$ cat config.mk
export PLATFORM = sky130hd
export DESIGN_NAME = id_hazard_ctrl
export DESIGN_NICKNAME = d
export VERILOG_FILES = /design/src/rtl/mips_hazard_pkg.sv /design/src/rtl/hazard_match.sv /design/src/rtl/id_hazard_ctrl.sv
export SDC_FILE = /design/constraint.sdc
export NUM_CORES = 1
export LEC_CHECK = 0
export CORE_ASPECT_RATIO = 1.4
export CORE_MARGIN = 2
export CORE_UTILIZATION = 28
export DETAILED_ROUTE_END_ITERATION = 10
export PLACE_DENSITY_LB_ADDON = 0.05
export RECOVER_POWER = 25
export SETUP_SLACK_MARGIN = 0.5
export SKIP_LAST_GASP = 1
export SYNTH_ARGS = -nofsm -noshare
export SYNTH_HDL_FRONTEND = slang
export SYNTH_SLANG_ARGS = --single-unit
$ cat constraint.sdc
create_clock -name clk -period 1.4 [get_ports clk]
set_input_delay 0.14 -clock clk [delete_from_list [all_inputs] [get_ports clk]]
set_output_delay 0.14 -clock clk [all_outputs]
set_load 0.03 [all_outputs]
$ cat src/rtl/mips_hazard_pkg.sv
// Shared definitions for the ID-stage hazard controller: FSM states,
// stall-length constants and a small max helper.
package mips_hazard_pkg;

    typedef enum logic [0:0] {
        RUN   = 1'b0,
        STALL = 1'b1
    } hz_state_e;

    localparam logic [1:0] STALL_NONE    = 2'd0;
    localparam logic [1:0] STALL_ONE     = 2'd1;
    localparam logic [1:0] STALL_LOAD_BR = 2'd2;

    // Larger of two stall requests; overlapping hazards take the longest wait.
    function automatic logic [1:0] stall_max(input logic [1:0] a, input logic [1:0] b);
        stall_max = (a > b) ? a : b;
    endfunction

endpackage

$ cat src/rtl/hazard_match.sv
// Single source-vs-destination comparator. Register 0 is hardwired to zero,
// so a destination of 0 never produces a hit.
module hazard_match (
    input  logic [4:0] i_src,
    input  logic [4:0] i_dst,
    input  logic       i_we,
    output logic       o_hit
);

    assign o_hit = i_we & (i_dst != 5'd0) & (i_src == i_dst);

endmodule

$ cat src/rtl/id_hazard_ctrl.sv
// ID-stage hazard controller for a 5-stage MIPS pipeline with branches
// resolved in ID: computes stall length, MEM->ID forwarding for the branch
// compare, taken-branch flush and optional saturating performance counters.
// Optional feature macro: HAZARD_PERF_CNT_EN (counters present when defined;
// otherwise stall_cnt/flush_cnt are tied to 0 and no counter flops exist).
module id_hazard_ctrl
    import mips_hazard_pkg::*;
#(
    parameter int CNT_W = 16
) (
    input  logic             clk,
    input  logic             rst,
    input  logic [4:0]       id_rs,
    input  logic [4:0]       id_rt,
    input  logic             id_branch,
    input  logic             id_uses_rt,
    input  logic             zero,
    input  logic             ex_reg_write,
    input  logic             ex_mem_read,
    input  logic [4:0]       ex_write_reg,
    input  logic             mem_reg_write,
    input  logic             mem_mem_read,
    input  logic [4:0]       mem_write_reg,
    output logic             fw_rs,
    output logic             fw_rt,
    output logic             pc_write,
    output logic             if_id_write,
    output logic             id_ex_bubble,
    output logic             pc_src,
    output logic             if_id_flush,
    output logic [CNT_W-1:0] stall_cnt,
    output logic [CNT_W-1:0] flush_cnt
);

    hz_state_e  r_state;
    hz_state_e  w_state_nxt;
    logic [1:0] r_rem;
    logic [1:0] w_rem_nxt;
    logic [1:0] w_need;
    logic       w_stall_fsm;
    logic       w_stall;
    logic       w_flush;

    logic w_ex_rs_hit, w_ex_rt_hit, w_mem_rs_hit, w_mem_rt_hit;
    logic w_ex_we, w_mem_we;

    // A load writes its destination even if reg_write is not flagged with it.
    assign w_ex_we  = ex_reg_write | ex_mem_read;
    assign w_mem_we = mem_reg_write | mem_mem_read;

    hazard_match u_ex_rs  (.i_src(id_rs), .i_dst(ex_write_reg),  .i_we(w_ex_we),  .o_hit(w_ex_rs_hit));
    hazard_match u_ex_rt  (.i_src(id_rt), .i_dst(ex_write_reg),  .i_we(w_ex_we),  .o_hit(w_ex_rt_hit));
    hazard_match u_mem_rs (.i_src(id_rs), .i_dst(mem_write_reg), .i_we(w_mem_we), .o_hit(w_mem_rs_hit));
    hazard_match u_mem_rt (.i_src(id_rt), .i_dst(mem_write_reg), .i_we(w_mem_we), .o_hit(w_mem_rt_hit));

    // Required stall length for the instruction currently in ID (max over all cases).
    always_comb begin
        w_need = STALL_NONE;
        if (id_branch) begin
            if ((w_ex_rs_hit | w_ex_rt_hit) & ex_mem_read) begin
                w_need = stall_max(w_need, STALL_LOAD_BR);
            end else if (w_ex_rs_hit | w_ex_rt_hit) begin
                w_need = stall_max(w_need, STALL_ONE);
            end else begin
                w_need = w_need;
            end
            if ((w_mem_rs_hit | w_mem_rt_hit) & mem_mem_read) begin
                w_need = stall_max(w_need, STALL_ONE);
            end else begin
                w_need = w_need;
            end
        end else begin
            if (ex_mem_read & (w_ex_rs_hit | (w_ex_rt_hit & id_uses_rt))) begin
                w_need = STALL_ONE;
            end else begin
                w_need = STALL_NONE;
            end
        end
    end

    // Stall FSM next-state: RUN stalls on demand, STALL counts down the remainder.
    always_comb begin
        w_state_nxt = r_state;
        w_rem_nxt   = r_rem;
        w_stall_fsm = 1'b0;
        case (r_state)
            RUN: begin
                if (w_need != STALL_NONE) begin
                    w_stall_fsm = 1'b1;
                    if (w_need == STALL_LOAD_BR) begin
                        w_state_nxt = STALL;
                        w_rem_nxt   = STALL_ONE;
                    end else begin
                        w_state_nxt = RUN;
                        w_rem_nxt   = 2'd0;
                    end
                end else begin
                    w_state_nxt = RUN;
                    w_rem_nxt   = 2'd0;
                end
            end
            STALL: begin
                w_stall_fsm = 1'b1;
                if (r_rem <= 2'd1) begin
                    w_state_nxt = RUN;
                    w_rem_nxt   = 2'd0;
                end else begin
                    w_state_nxt = STALL;
                    w_rem_nxt   = r_rem - 2'd1;
                end
            end
            default: begin
                w_state_nxt = RUN;
                w_rem_nxt   = 2'd0;
            end
        endcase
    end

    // FSM state and remaining-cycle register.
    always_ff @(posedge clk or posedge rst) begin
        if (rst) begin
            r_state <= RUN;
            r_rem   <= 2'd0;
        end else begin
            r_state <= w_state_nxt;
            r_rem   <= w_rem_nxt;
        end
    end

    // Reset releases the pipeline at once, even if hazard inputs are still present.
    assign w_stall = w_stall_fsm & ~rst;
    assign w_flush = id_branch & zero & ~w_stall;

    assign pc_write     = ~w_stall;
    assign if_id_write  = ~w_stall;
    assign id_ex_bubble = w_stall;
    assign pc_src       = w_flush;
    assign if_id_flush  = w_flush;

    // Forward ALU results sitting in MEM only for the branch compare.
    assign fw_rs = ~w_stall & id_branch & mem_reg_write & ~mem_mem_read & w_mem_rs_hit;
    assign fw_rt = ~w_stall & id_branch & mem_reg_write & ~mem_mem_read & w_mem_rt_hit;

`ifdef HAZARD_PERF_CNT_EN
    logic [CNT_W-1:0] r_stall_cnt;
    logic [CNT_W-1:0] r_flush_cnt;

    // Saturating stall/flush event counters.
    always_ff @(posedge clk or posedge rst) begin
        if (rst) begin
            r_stall_cnt <= '0;
            r_flush_cnt <= '0;
        end else begin
            if (w_stall && (r_stall_cnt != '1)) begin
                r_stall_cnt <= r_stall_cnt + {{(CNT_W-1){1'b0}}, 1'b1};
            end else begin
                r_stall_cnt <= r_stall_cnt;
            end
            if (w_flush && (r_flush_cnt != '1)) begin
                r_flush_cnt <= r_flush_cnt + {{(CNT_W-1){1'b0}}, 1'b1};
            end else begin
                r_flush_cnt <= r_flush_cnt;
            end
        end
    end

    assign stall_cnt = r_stall_cnt;
    assign flush_cnt = r_flush_cnt;
`else
    assign stall_cnt = '0;
    assign flush_cnt = '0;
`endif

endmodule

# [Word-level counts from Yosys, hierarchy flattened]
# Cells that the tools add are included.
[totals] register_bits=3 in_bits=29 output_inout_bits=39 elab_cells=57
[classes] add_sub_neg=1 order_cmp=2 n_eq_ne=5 mux=17 n_bitwise=27 reduce_logical=3
[op_table] cell="== test 5 bit" count=4
[op_table] cell="bitwise AND 1 bit" count=18
[op_table] cell="two-way mux 2 bit" count=7
[op_table] cell="nonzero test 5 bit" count=2
[op_table] cell="two-way mux 1 bit" count=7
[op_table] cell="OR 1 bit" count=5
[op_table] cell="NOT 1 bit" count=4
[op_table] cell="one-hot mux 1 bit (2 select lines)" count=2
[op_table] cell="one-hot mux 2 bit (2 select lines)" count=1
[op_table] cell="== test 2 bit, second input constant" count=1
[op_table] cell="> comparator 2 x 1 -> 1 bit, second input constant" count=1
[op_table] cell="less-or-equal comparator 2 x 1 -> 1 bit, second input constant" count=1
[op_table] cell="nonzero test 2 bit" count=1
[op_table] cell="subtractor 2 x 1 -> 2 bit, second input constant" count=1

# [Depth between registers and ports, before layout]
# Gate-level depths: netlist (run 1).
[logic_depth] depth_word=20 ltp_mapped=7 depth_no_buf=6

# [Hierarchy]
# Synthesis (run 1) repeated with hierarchy kept, for this count alone.
[unflattened] cells_unflattened=102 area_unflattened_um2=755.7
[by_module_without_submodules] module="id_hazard_ctrl" instances=1 cells_per_inst=62 area_per_inst_um2=475.5 seq_area_each_um2=75.1
[by_module_without_submodules] module="hazard_match" instances=4 cells_per_inst=10 area_per_inst_um2=70.1 seq_area_each_um2=0.0

# [Least setup slack after synthesis (run 1)]
# OpenSTA, ideal clock, no wires.
[synth_path] kind="input port to output port" startpoint="input port mem_write_reg[0]" endpoint="output port fw_rs" arrival_time_ps=2105 required_time_ps=1260 path_slack_ps=-845 cell_stages=5 path_buffers=0 path_cell_list="or4_4 > o21ai_2 > a211o_2 > a31oi_4 > nor4_1"
[synth_between] elab_chain_cells=16 word_cells_on_any_way=19
[synth_lines] element="start: declaration" line_no="id_hazard_ctrl.sv:23" rtl="input logic [4:0] mem_write_reg,"
[synth_lines] element="nonzero test 5 bit" line_no="hazard_match.sv:10" rtl="assign o_hit = i_we & (i_dst != 5'd0) & (i_src == i_dst);"
[synth_lines] element="bitwise AND 1 bit (2 in a row)" line_no="hazard_match.sv:10"
[synth_lines] element="OR 1 bit (*)" line_no="id_hazard_ctrl.sv:67" rtl="if ((w_mem_rs_hit | w_mem_rt_hit) & mem_mem_read) begin"
[synth_lines] element="bitwise AND 1 bit (*)" line_no="id_hazard_ctrl.sv:67"
[synth_lines] element="two-way mux 2 bit (*)" line_no="id_hazard_ctrl.sv:67"
[synth_lines] element="two-way mux 2 bit (*)" line_no="id_hazard_ctrl.sv:59" rtl="if (id_branch) begin"
[synth_lines] element="nonzero test 2 bit (*)" line_no="id_hazard_ctrl.sv:88" rtl="if (w_need != STALL_NONE) begin"
[synth_lines] element="two-way mux 1 bit (*)" line_no="id_hazard_ctrl.sv:88"
[synth_lines] element="one-hot mux 1 bit (2 select lines) (*)" line_no="id_hazard_ctrl.sv:86" rtl="case (r_state)"
[synth_lines] element="bitwise AND 1 bit (*)" line_no="id_hazard_ctrl.sv:131" rtl="assign w_stall = w_stall_fsm & ~rst;"
[synth_lines] element="net id_ex_bubble" line_no="id_hazard_ctrl.sv:28" rtl="output logic id_ex_bubble,"
[synth_lines] element="NOT 1 bit (*)" line_no="id_hazard_ctrl.sv:141" rtl="assign fw_rs = ~w_stall & id_branch & mem_reg_write & ~mem_mem_read & w_mem_rs_hit;"
[synth_lines] element="bitwise AND 1 bit (*) (4 in a row)" line_no="id_hazard_ctrl.sv:141"
[synth_lines] element="end: declaration" line_no="id_hazard_ctrl.sv:24" rtl="output logic fw_rs,"
# Mark *: on every way through the listed nets, which the timed path passes. The rest lies on a longest branch.

# [Worst setup path after layout (run 1)]
[layout_path] startpoint="input port id_rs[1]" endpoint="output port fw_rs"
[layout_between] elab_chain_cells=19 word_cells_on_any_way=27
[layout_lines] element="start: declaration" line_no="id_hazard_ctrl.sv:13" rtl="input logic [4:0] id_rs,"
[layout_lines] element="== test 5 bit" line_no="hazard_match.sv:10"
[layout_lines] element="bitwise AND 1 bit" line_no="hazard_match.sv:10"
[layout_lines] element="OR 1 bit" line_no="id_hazard_ctrl.sv:60, id_hazard_ctrl.sv:62"
[layout_lines] element="two-way mux 1 bit or bitwise AND 1 bit (tied branches)" line_no="id_hazard_ctrl.sv:62, id_hazard_ctrl.sv:60"
[layout_lines] element="two-way mux 2 bit" line_no="id_hazard_ctrl.sv:60" rtl="if ((w_ex_rs_hit | w_ex_rt_hit) & ex_mem_read) begin"
[layout_lines] element="two-way mux 2 bit" line_no="id_hazard_ctrl.sv:59"
[layout_lines] element="> comparator 2 x 1 -> 1 bit" line_no="mips_hazard_pkg.sv:16" rtl="stall_max = (a > b) ? a : b;"
[layout_lines] element="two-way mux 2 bit" line_no="mips_hazard_pkg.sv:16"
[layout_lines] element="two-way mux 2 bit" line_no="id_hazard_ctrl.sv:67"
[layout_lines] element="two-way mux 2 bit" line_no="id_hazard_ctrl.sv:59"
[layout_lines] element="nonzero test 2 bit" line_no="id_hazard_ctrl.sv:88"
[layout_lines] element="two-way mux 1 bit" line_no="id_hazard_ctrl.sv:88"
[layout_lines] element="one-hot mux 1 bit (2 select lines)" line_no="id_hazard_ctrl.sv:86"
[layout_lines] element="bitwise AND 1 bit" line_no="id_hazard_ctrl.sv:131"
[layout_lines] element="NOT 1 bit" line_no="id_hazard_ctrl.sv:141"
[layout_lines] element="bitwise AND 1 bit (3 in a row)" line_no="id_hazard_ctrl.sv:141"
[layout_lines] element="bitwise AND 1 bit (*)" line_no="id_hazard_ctrl.sv:141"
# Mark *: on every way between the ends. The rest lies on a longest branch, timed or not. The select of a mux whose other input is x is not followed.

==> results of run 1 <==
==> registers in the layout, indices dropped and copies added (netlist names) <==
signal / flops
r_rem: 2
r_state: 1
==> layer usage <==
layer  wire length, microns  vias up  share of wire  GRT usage
li1                       -      366              -          -
met1                    615      351           0.29      0.136
met2                   1320       36           0.63      0.278
met3                    127        4          0.061     0.0137
met4                     33        0          0.016     0.0507
met5                      0        -              0          0
==> area by class of cell <==
type / instances / area share
flip-flops and latches: 3 / 0.0486
clock buffers: 4 / 0.0170
repair buffers: 63 / 0.383
well taps: 36 / 0.0291
inverters: 3 / 0.00891
multi-input cells: 84 / 0.513
==> cell families after synthesis <==
family | count (synthesis) | synth area share
buffers and inverters | 37 | 0.356
XOR/XNOR | 20 | 0.234
flip-flops | 3 | 0.100
other | 1 | 0.00501
AND/OR/NAND/NOR | 23 | 0.192
AO/OA/AOI/OAI | 9 | 0.112
==> how the worst max path moves through the flow <==
stage	from	endpoint	slack (ns)
after detailed placement	id_rs[4]	pc_src	-0.81
after global routing	ex_write_reg[0]	fw_rs	-0.42
after global placement	id_rs[4]	if_id_flush	-0.81
final	id_rs[1]	fw_rs	-0.36
after floorplan	id_rt[3]	pc_src	-0.44
after CTS	mem_write_reg[4]	fw_rs	-0.40
==> through the flow <==
step | setup TNS, ns | cell area (sq um)
after floorplan | -2.32 | 992
after global placement | -6.56 | 1280
after detailed placement | -6.61 | 1280
after CTS | -2.56 | 1490
after global routing | -2.80 | 1550
final | -2.41 | 1550
==> worst max-delay path: stages <==
cell	delay, ns
clkdlybuf4s15_2	0.21
buf_4	0.14
xnor2_2	0.14
nand3_2	0.11
a211o_4	0.36
a31oi_4	0.18
buf_12	0.14
nor4_4	0.03
buf_4	0.16
==> power by group through the flow <==
stage	Sequential, mW	Clock, mW	Combinational [mW]
4_1_cts	0.0888	0.161	0.490
5_1_grt	0.0889	0.166	0.538
3_5_place_dp	0.0898	0	0.432
2_1_floorplan	0.0896	0	0.318
3_3_place_gp	0.0898	0	0.430
6_report	0.0888	0.155	0.507
==> cells in the mapped netlist (2+ instances only) <==
master,count
inv_1,3
nand2_1,6
nand3_1,3
xor2_1,9
nor2_1,2
xnor2_1,11
o21ai_2,2
buf_4,34
a21oi_1,2
dfrtp_1,3
nor3_1,4
nor4_1,2
o21ai_0,2
==> repair_timing <==
item / in CTS / in global routing
setup buffers: 5 / 1
pin swaps: 30 / 15
hold buffers: 0 / 0
setup endpoints to repair: 9 / 9
resized for setup: 126 / 12
==> summary.txt, run 1 <==
Layout
  – Area grow syn2layout: 107%
  – Most frequent cells in the layout: 32 x conb_1, 23 x buf_6, 21 x buf_4, 8 x xnor2_2, 6 x xor2_1
  – Fin cells: 193
  – Final #Nets: 187
  – Share of post-route cells with drive strength above 1: 0.618
  – Final core utilization: 0.597
  – N_diodes: 0
  – Area taken by multi-input logic gates: 793 sq um
  – Leading cell type in the layout, fill and taps excluded: conb_1
  – FF+latch area: 75.1 sq um
  – Fill cell count: 271

Power and ir drop
  – Internal power: 0.418 mW
  – P per Cell Area: 486 mW/mm^2
  – Sw Ratio: 0.443
  – Switching pwr: 0.333 mW
  – Final Power: 0.751 mW
  – Comb power frac: 0.675
  – Maximum vdd drop: 0.363 mV
  – LEAKAGE: 0.727 nW
  – Clock share of power: 0.207
  – Flop pwr share: 0.118

Logic synthesis
  – Area leader, netlist: buf_4
  – #FFs+latches synth: 3
  – Cells after Synth: 93
  – Netlist cell types: 23
  – Sequential fraction of the synthesis area: 0.100
  – Share of the synthesized area in the top cell type: 0.341
  – Synth Warn #: 0
  – Async SR Flop Fraction: 1.00
  – Mean area per synthesized cell: 8.05 sq um
  – Syn Std Cell Area: 748 sq um
  – Ys flop type: dfrtp_1
  – Synth top area cells: buf_4 34%, xnor2_1 13%, xor2_1 11%
  – Post-synth EDFFs: 0

STA
  – Fin worst setup slack: -0.358 ns
  – Setup Viol. Count Final: 7
  – Highest Clock Rate: 569 MHz
  – Hold slack: 0.279 ns
  – Final hold viol count: 0
  – Fin crit share: 1.26
  – Post-layout minimum cycle time: 1.76 ns
  – Skew final: 0.00377 ns
  – RSZ-0062 raised after global routing: yes
  – Max-slew violation total from the final report: 0

Run status
  – Violated checks: negative setup slack
  – Status: finished with violations

Setup path
  – Worst R2R Start: r_state
  – Reg2reg end: r_rem[0]
  – Reg-to-reg slack, setup: 0.45 ns
  – Setup CP Type: primary input to output pin
  – Worst R2R Path Depth: 2
  – Worst setup EP type: output pin
  – Critical Path Fanout Max: 2
  – Critical path data arrival time: 1.62 ns
  – Startpoint Class: primary input
  – Worst path required time: 1.26 ns

Flow run
  – MaxCap Viol Count: 0

Floorplanning
  – Core area: 0.00259 sq mm
  – Chip width: 47.7 microns
  – DIE HEIGHT: 65.2 microns
  – DIE AREA: 0.00311 sq mm
  – Initial Util: 0.289
  – Cell Rows: 22
  – Io pins: 68

Clock tree
  – Clock Path Buffers: 2
  – Root Buffer: clkbuf_4
  – Sink Count: 3
  – # H-tree levels: 1
  – CTS Buf Count: 3
  – CTS tree: yes
  – Clock slew at reported path FFs: 0.04 ns
  – Later-pin clock latency in the skew report: 0.24 ns

Routing
  – Via count: 757
  – Vias per std cell: 3.92
  – Drt pass-1 iters: 3
  – Per-cell routed wire length: 10.8 microns
  – Final WL: 2.09 mm
  – Post-route ant nets: 0
  – Initial drt markers: 4
  – Drt drc: 0

GRT
  – Largest net degree at the start of global routing: 5
  – Vias in the first global route: 768
  – All-Layer GR Usage: 0.141
  – First-pass GRT wire length: 3.15 mm
  – Initial antenna violation count: 0
  – GR Overflow Total: 0

Placement
  – Number of port buffers: 35
  – Dpl cells: 183
  – Dpl hpwl: 1.69 mm
  – Dpl ws: -0.807 ns
  – RD Place Congestion: 0.714

Min path
  – Hold Path Class: primary input to asynchronous set/reset pin
(Power assumes the default switching activity.)
==> run 2: changes to the inputs <==
--- a/config.mk
+++ b/config.mk
@@ -9,7 +9,8 @@
 export CORE_MARGIN = 2
 export CORE_UTILIZATION = 28
 export DETAILED_ROUTE_END_ITERATION = 10
-export PLACE_DENSITY_LB_ADDON = 0.05
+export HOLD_SLACK_MARGIN = 0.03
+export PLACE_DENSITY = 0.77
 export RECOVER_POWER = 25
 export SETUP_SLACK_MARGIN = 0.5
 export SKIP_LAST_GASP = 1
==> summary.txt, run 2 (same netlist as run 1, synthesis figures left out) <==
Run status
  – Status: finished with violations (unchanged)
  – Violated checks: negative setup slack (unchanged)

STA
  – Max-slew violation total from the final report: 0 (unchanged)
  – Post-layout minimum cycle time: 1.81 ns (was 1.76 ns)
  – Fin worst setup slack: -0.413 ns (was -0.358 ns)
  – Highest Clock Rate: 552 MHz (was 569 MHz)
  – RSZ-0062 raised after global routing: yes (unchanged)
  – Skew final: 0.00809 ns (was 0.00377 ns)
  – Fin crit share: 1.30 (was 1.26)
  – Final hold viol count: 0 (unchanged)
  – Hold slack: 0.283 ns (was 0.279 ns)
  – Setup Viol. Count Final: 7 (unchanged)

Setup path
  – Reg-to-reg slack, setup: 0.40 ns (was 0.45 ns)
  – Largest delay share family, worst path: compound AO/OA/AOI/OAI gates (was buffers and inverters)
  – Critical path data arrival time: 1.67 ns (was 1.62 ns)
  – Cell mode on critical path: buf_6 (was buf_4)
  – Worst R2R Start: r_state (unchanged)
  – Critical Path Fanout Max: 4 (was 2)
  – Cell Chain, Critical Path: buf_6 -> xor2_2 -> nor3_2 -> nand3_2 -> a211o_4 -> a31oi_4 -> buf_6 -> nor4_4 -> buf_6 (was clkdlybuf4s15_2 -> buf_4 -> xnor2_2 -> nand3_2 -> a211o_4 -> a31oi_4 -> buf_12 -> nor4_4 -> buf_4)
  – Setup CP Type: primary input to output pin (unchanged)
  – Worst setup EP type: output pin (unchanged)
  – CP bufs+invs: 3 (was 4)
  – CP max stage delay: 0.36 ns (about the same)
  – Startpoint Class: primary input (unchanged)
  – Worst path required time: 1.26 ns (about the same)
  – Worst R2R Path Depth: 2 (unchanged)
  – Slowest CP cell: a211o_4 (unchanged)
  – Reg2reg end: r_rem[0] (unchanged)

Layout
  – Max reg flops: 2 (unchanged)
  – Final core utilization: 0.573 (was 0.597)
  – Fill cell count: 253 (was 271)
  – Area grow syn2layout: 98.2% (was 107%)
  – Register bank with the most flops: r_rem (unchanged)
  – N_diodes: 0 (unchanged)
  – Top flop regs: r_rem: 2 flops, r_state: 1 flops (unchanged)
  – Most frequent cells in the layout: 32 x conb_1, 19 x buf_6, 15 x buf_4, 8 x buf_2 (was 32 x conb_1, 23 x buf_6, 21 x buf_4, 8 x xnor2_2, 6 x xor2_1)
  – Share of post-route cells with drive strength above 1: 0.582 (was 0.618)
  – Final #Nets: 183 (was 187)
  – Leading cell type in the layout, fill and taps excluded: conb_1 (unchanged)

Placement
  – Number of port buffers: 35 (unchanged)
  – Dpl hpwl: 1.68 mm (was 1.69 mm)
  – RD Place Congestion: 0.721 (was 0.714)

Clock tree
  – Sink Count: 3 (unchanged)
  – Root Buffer: clkbuf_4 (unchanged)
  – Hold Buf Count CTS: 0 (unchanged)
  – CTS tree: yes (unchanged)
  – # H-tree levels: 1 (unchanged)
  – Later-pin clock latency in the skew report: 0.26 ns (was 0.24 ns)
  – Clock Path Buffers: 2 (unchanged)
  – CTS Buf Count: 3 (unchanged)
  – Clock slew at reported path FFs: 0.05 ns (was 0.04 ns)

GRT
  – All-Layer GR Usage: 0.130 (was 0.141)
  – GR Overflow Total: 0 (unchanged)
  – Initial antenna violation count: 0 (unchanged)
  – First-pass GRT wire length: 2.89 mm (was 3.15 mm)
  – Vias in the first global route: 760 (was 768)
  – Largest net degree at the start of global routing: 5 (unchanged)

Min path
  – Hold Path Class: primary input to asynchronous set/reset pin (unchanged)

Power and ir drop
  – P per Cell Area: 512 mW/mm^2 (was 486 mW/mm^2)
  – Maximum vdd drop: 0.399 mV (was 0.363 mV)
  – LEAKAGE: 0.682 nW (was 0.727 nW)

Floorplanning
  – Initial Util: 0.289 (unchanged)
  – Chip width: 47.7 microns (unchanged)
  – Cell Rows: 22 (unchanged)
  – DIE AREA: 0.00311 sq mm (unchanged)
  – Io pins: 68 (unchanged)
  – Core area: 0.00259 sq mm (unchanged)
  – DIE HEIGHT: 65.2 microns (unchanged)

Routing
  – Drt drc: 0 (unchanged)
  – Via count: 761 (was 757)
  – Post-route ant nets: 0 (unchanged)
  – Drt pass-1 iters: 4 (was 3)
  – Vias per std cell: 4.03 (was 3.92)
  – Final WL: 2.24 mm (was 2.09 mm)
  – Per-cell routed wire length: 11.8 microns (was 10.8 microns)
  – Initial drt markers: 9 (was 4)

Flow run
  – MaxCap Viol Count: 0 (unchanged)
[run 2: worst max path at each step]
| stage | startpoint | to | slack (ns) | cells after the start |
|---|---|---|---|---|
| after detailed placement | id_rs[3] | pc_write | -1.12 | 8 |
| final | mem_write_reg[2] | fw_rt | -0.41 | 9 |
| after global routing | id_rs[2] | fw_rt | -0.47 | 9 |
| after CTS | ex_write_reg[4] | fw_rt | -0.44 | 11 |
| after floorplan | id_rt[3] | pc_src | -0.44 | 7 |
| after global placement | id_rs[3] | if_id_write | -1.08 | 8 |
[run 2: metal layers]
metal,track usage,up-vias,part of all wire
li1,-,356,-
met1,0.105,349,0.27
met2,0.262,52,0.63
met3,0.00824,4,0.079
met4,0.0811,0,0.023
met5,0,-,0
[run 2: cell type report]
cell class / instances / area (sq um) / area share
multi-input combinational: 84 / 782 / 0.527
timing repair buffer: 59 / 541 / 0.365
inverter: 3 / 13.8 / 0.00928
tap: 36 / 45.0 / 0.0304
sequential: 3 / 75.1 / 0.0506
clock buffer: 4 / 26.3 / 0.0177
[run 2: repair_timing]
action,in CTS,in global routing
setup endpoints to repair,9,9
pin swaps,25,15
setup buffers,4,0
resized for setup,102,33
[run 2: worst reg2reg max path: cells and delay by family, from the launching register on]
| kind | cells | cell delay [ns] |
|---|---|---|
| AOI/OAI and AO/OA | 1 | 0.10 |
| DFF | 1 | 0.42 |
| and+or+nand+nor | 1 | 0.40 |
[run 2: report_power, final]
part	total, mW	leakage [nW]	switching, mW	internal [mW]
sequential	0.0887	0.0418	0.000794	0.0879
clock	0.175	0.0150	0.0672	0.108
combinational	0.496	0.625	0.284	0.212
[run 2: per-stage QoR]
step / cells / TNS [ns] / cell area, sq um / power, mW / worst slack [ns]
floorplan: 124 / -2.32 / 992 / 0.407 / -0.441
global placement: 181 / -7.30 / 1260 / 0.508 / -1.08
detailed placement: 181 / -7.79 / 1260 / 0.517 / -1.12
CTS: 189 / -2.83 / 1410 / 0.724 / -0.440
global route: 189 / -3.04 / 1480 / 0.803 / -0.469
finish: 189 / -2.65 / 1480 / 0.760 / -0.413
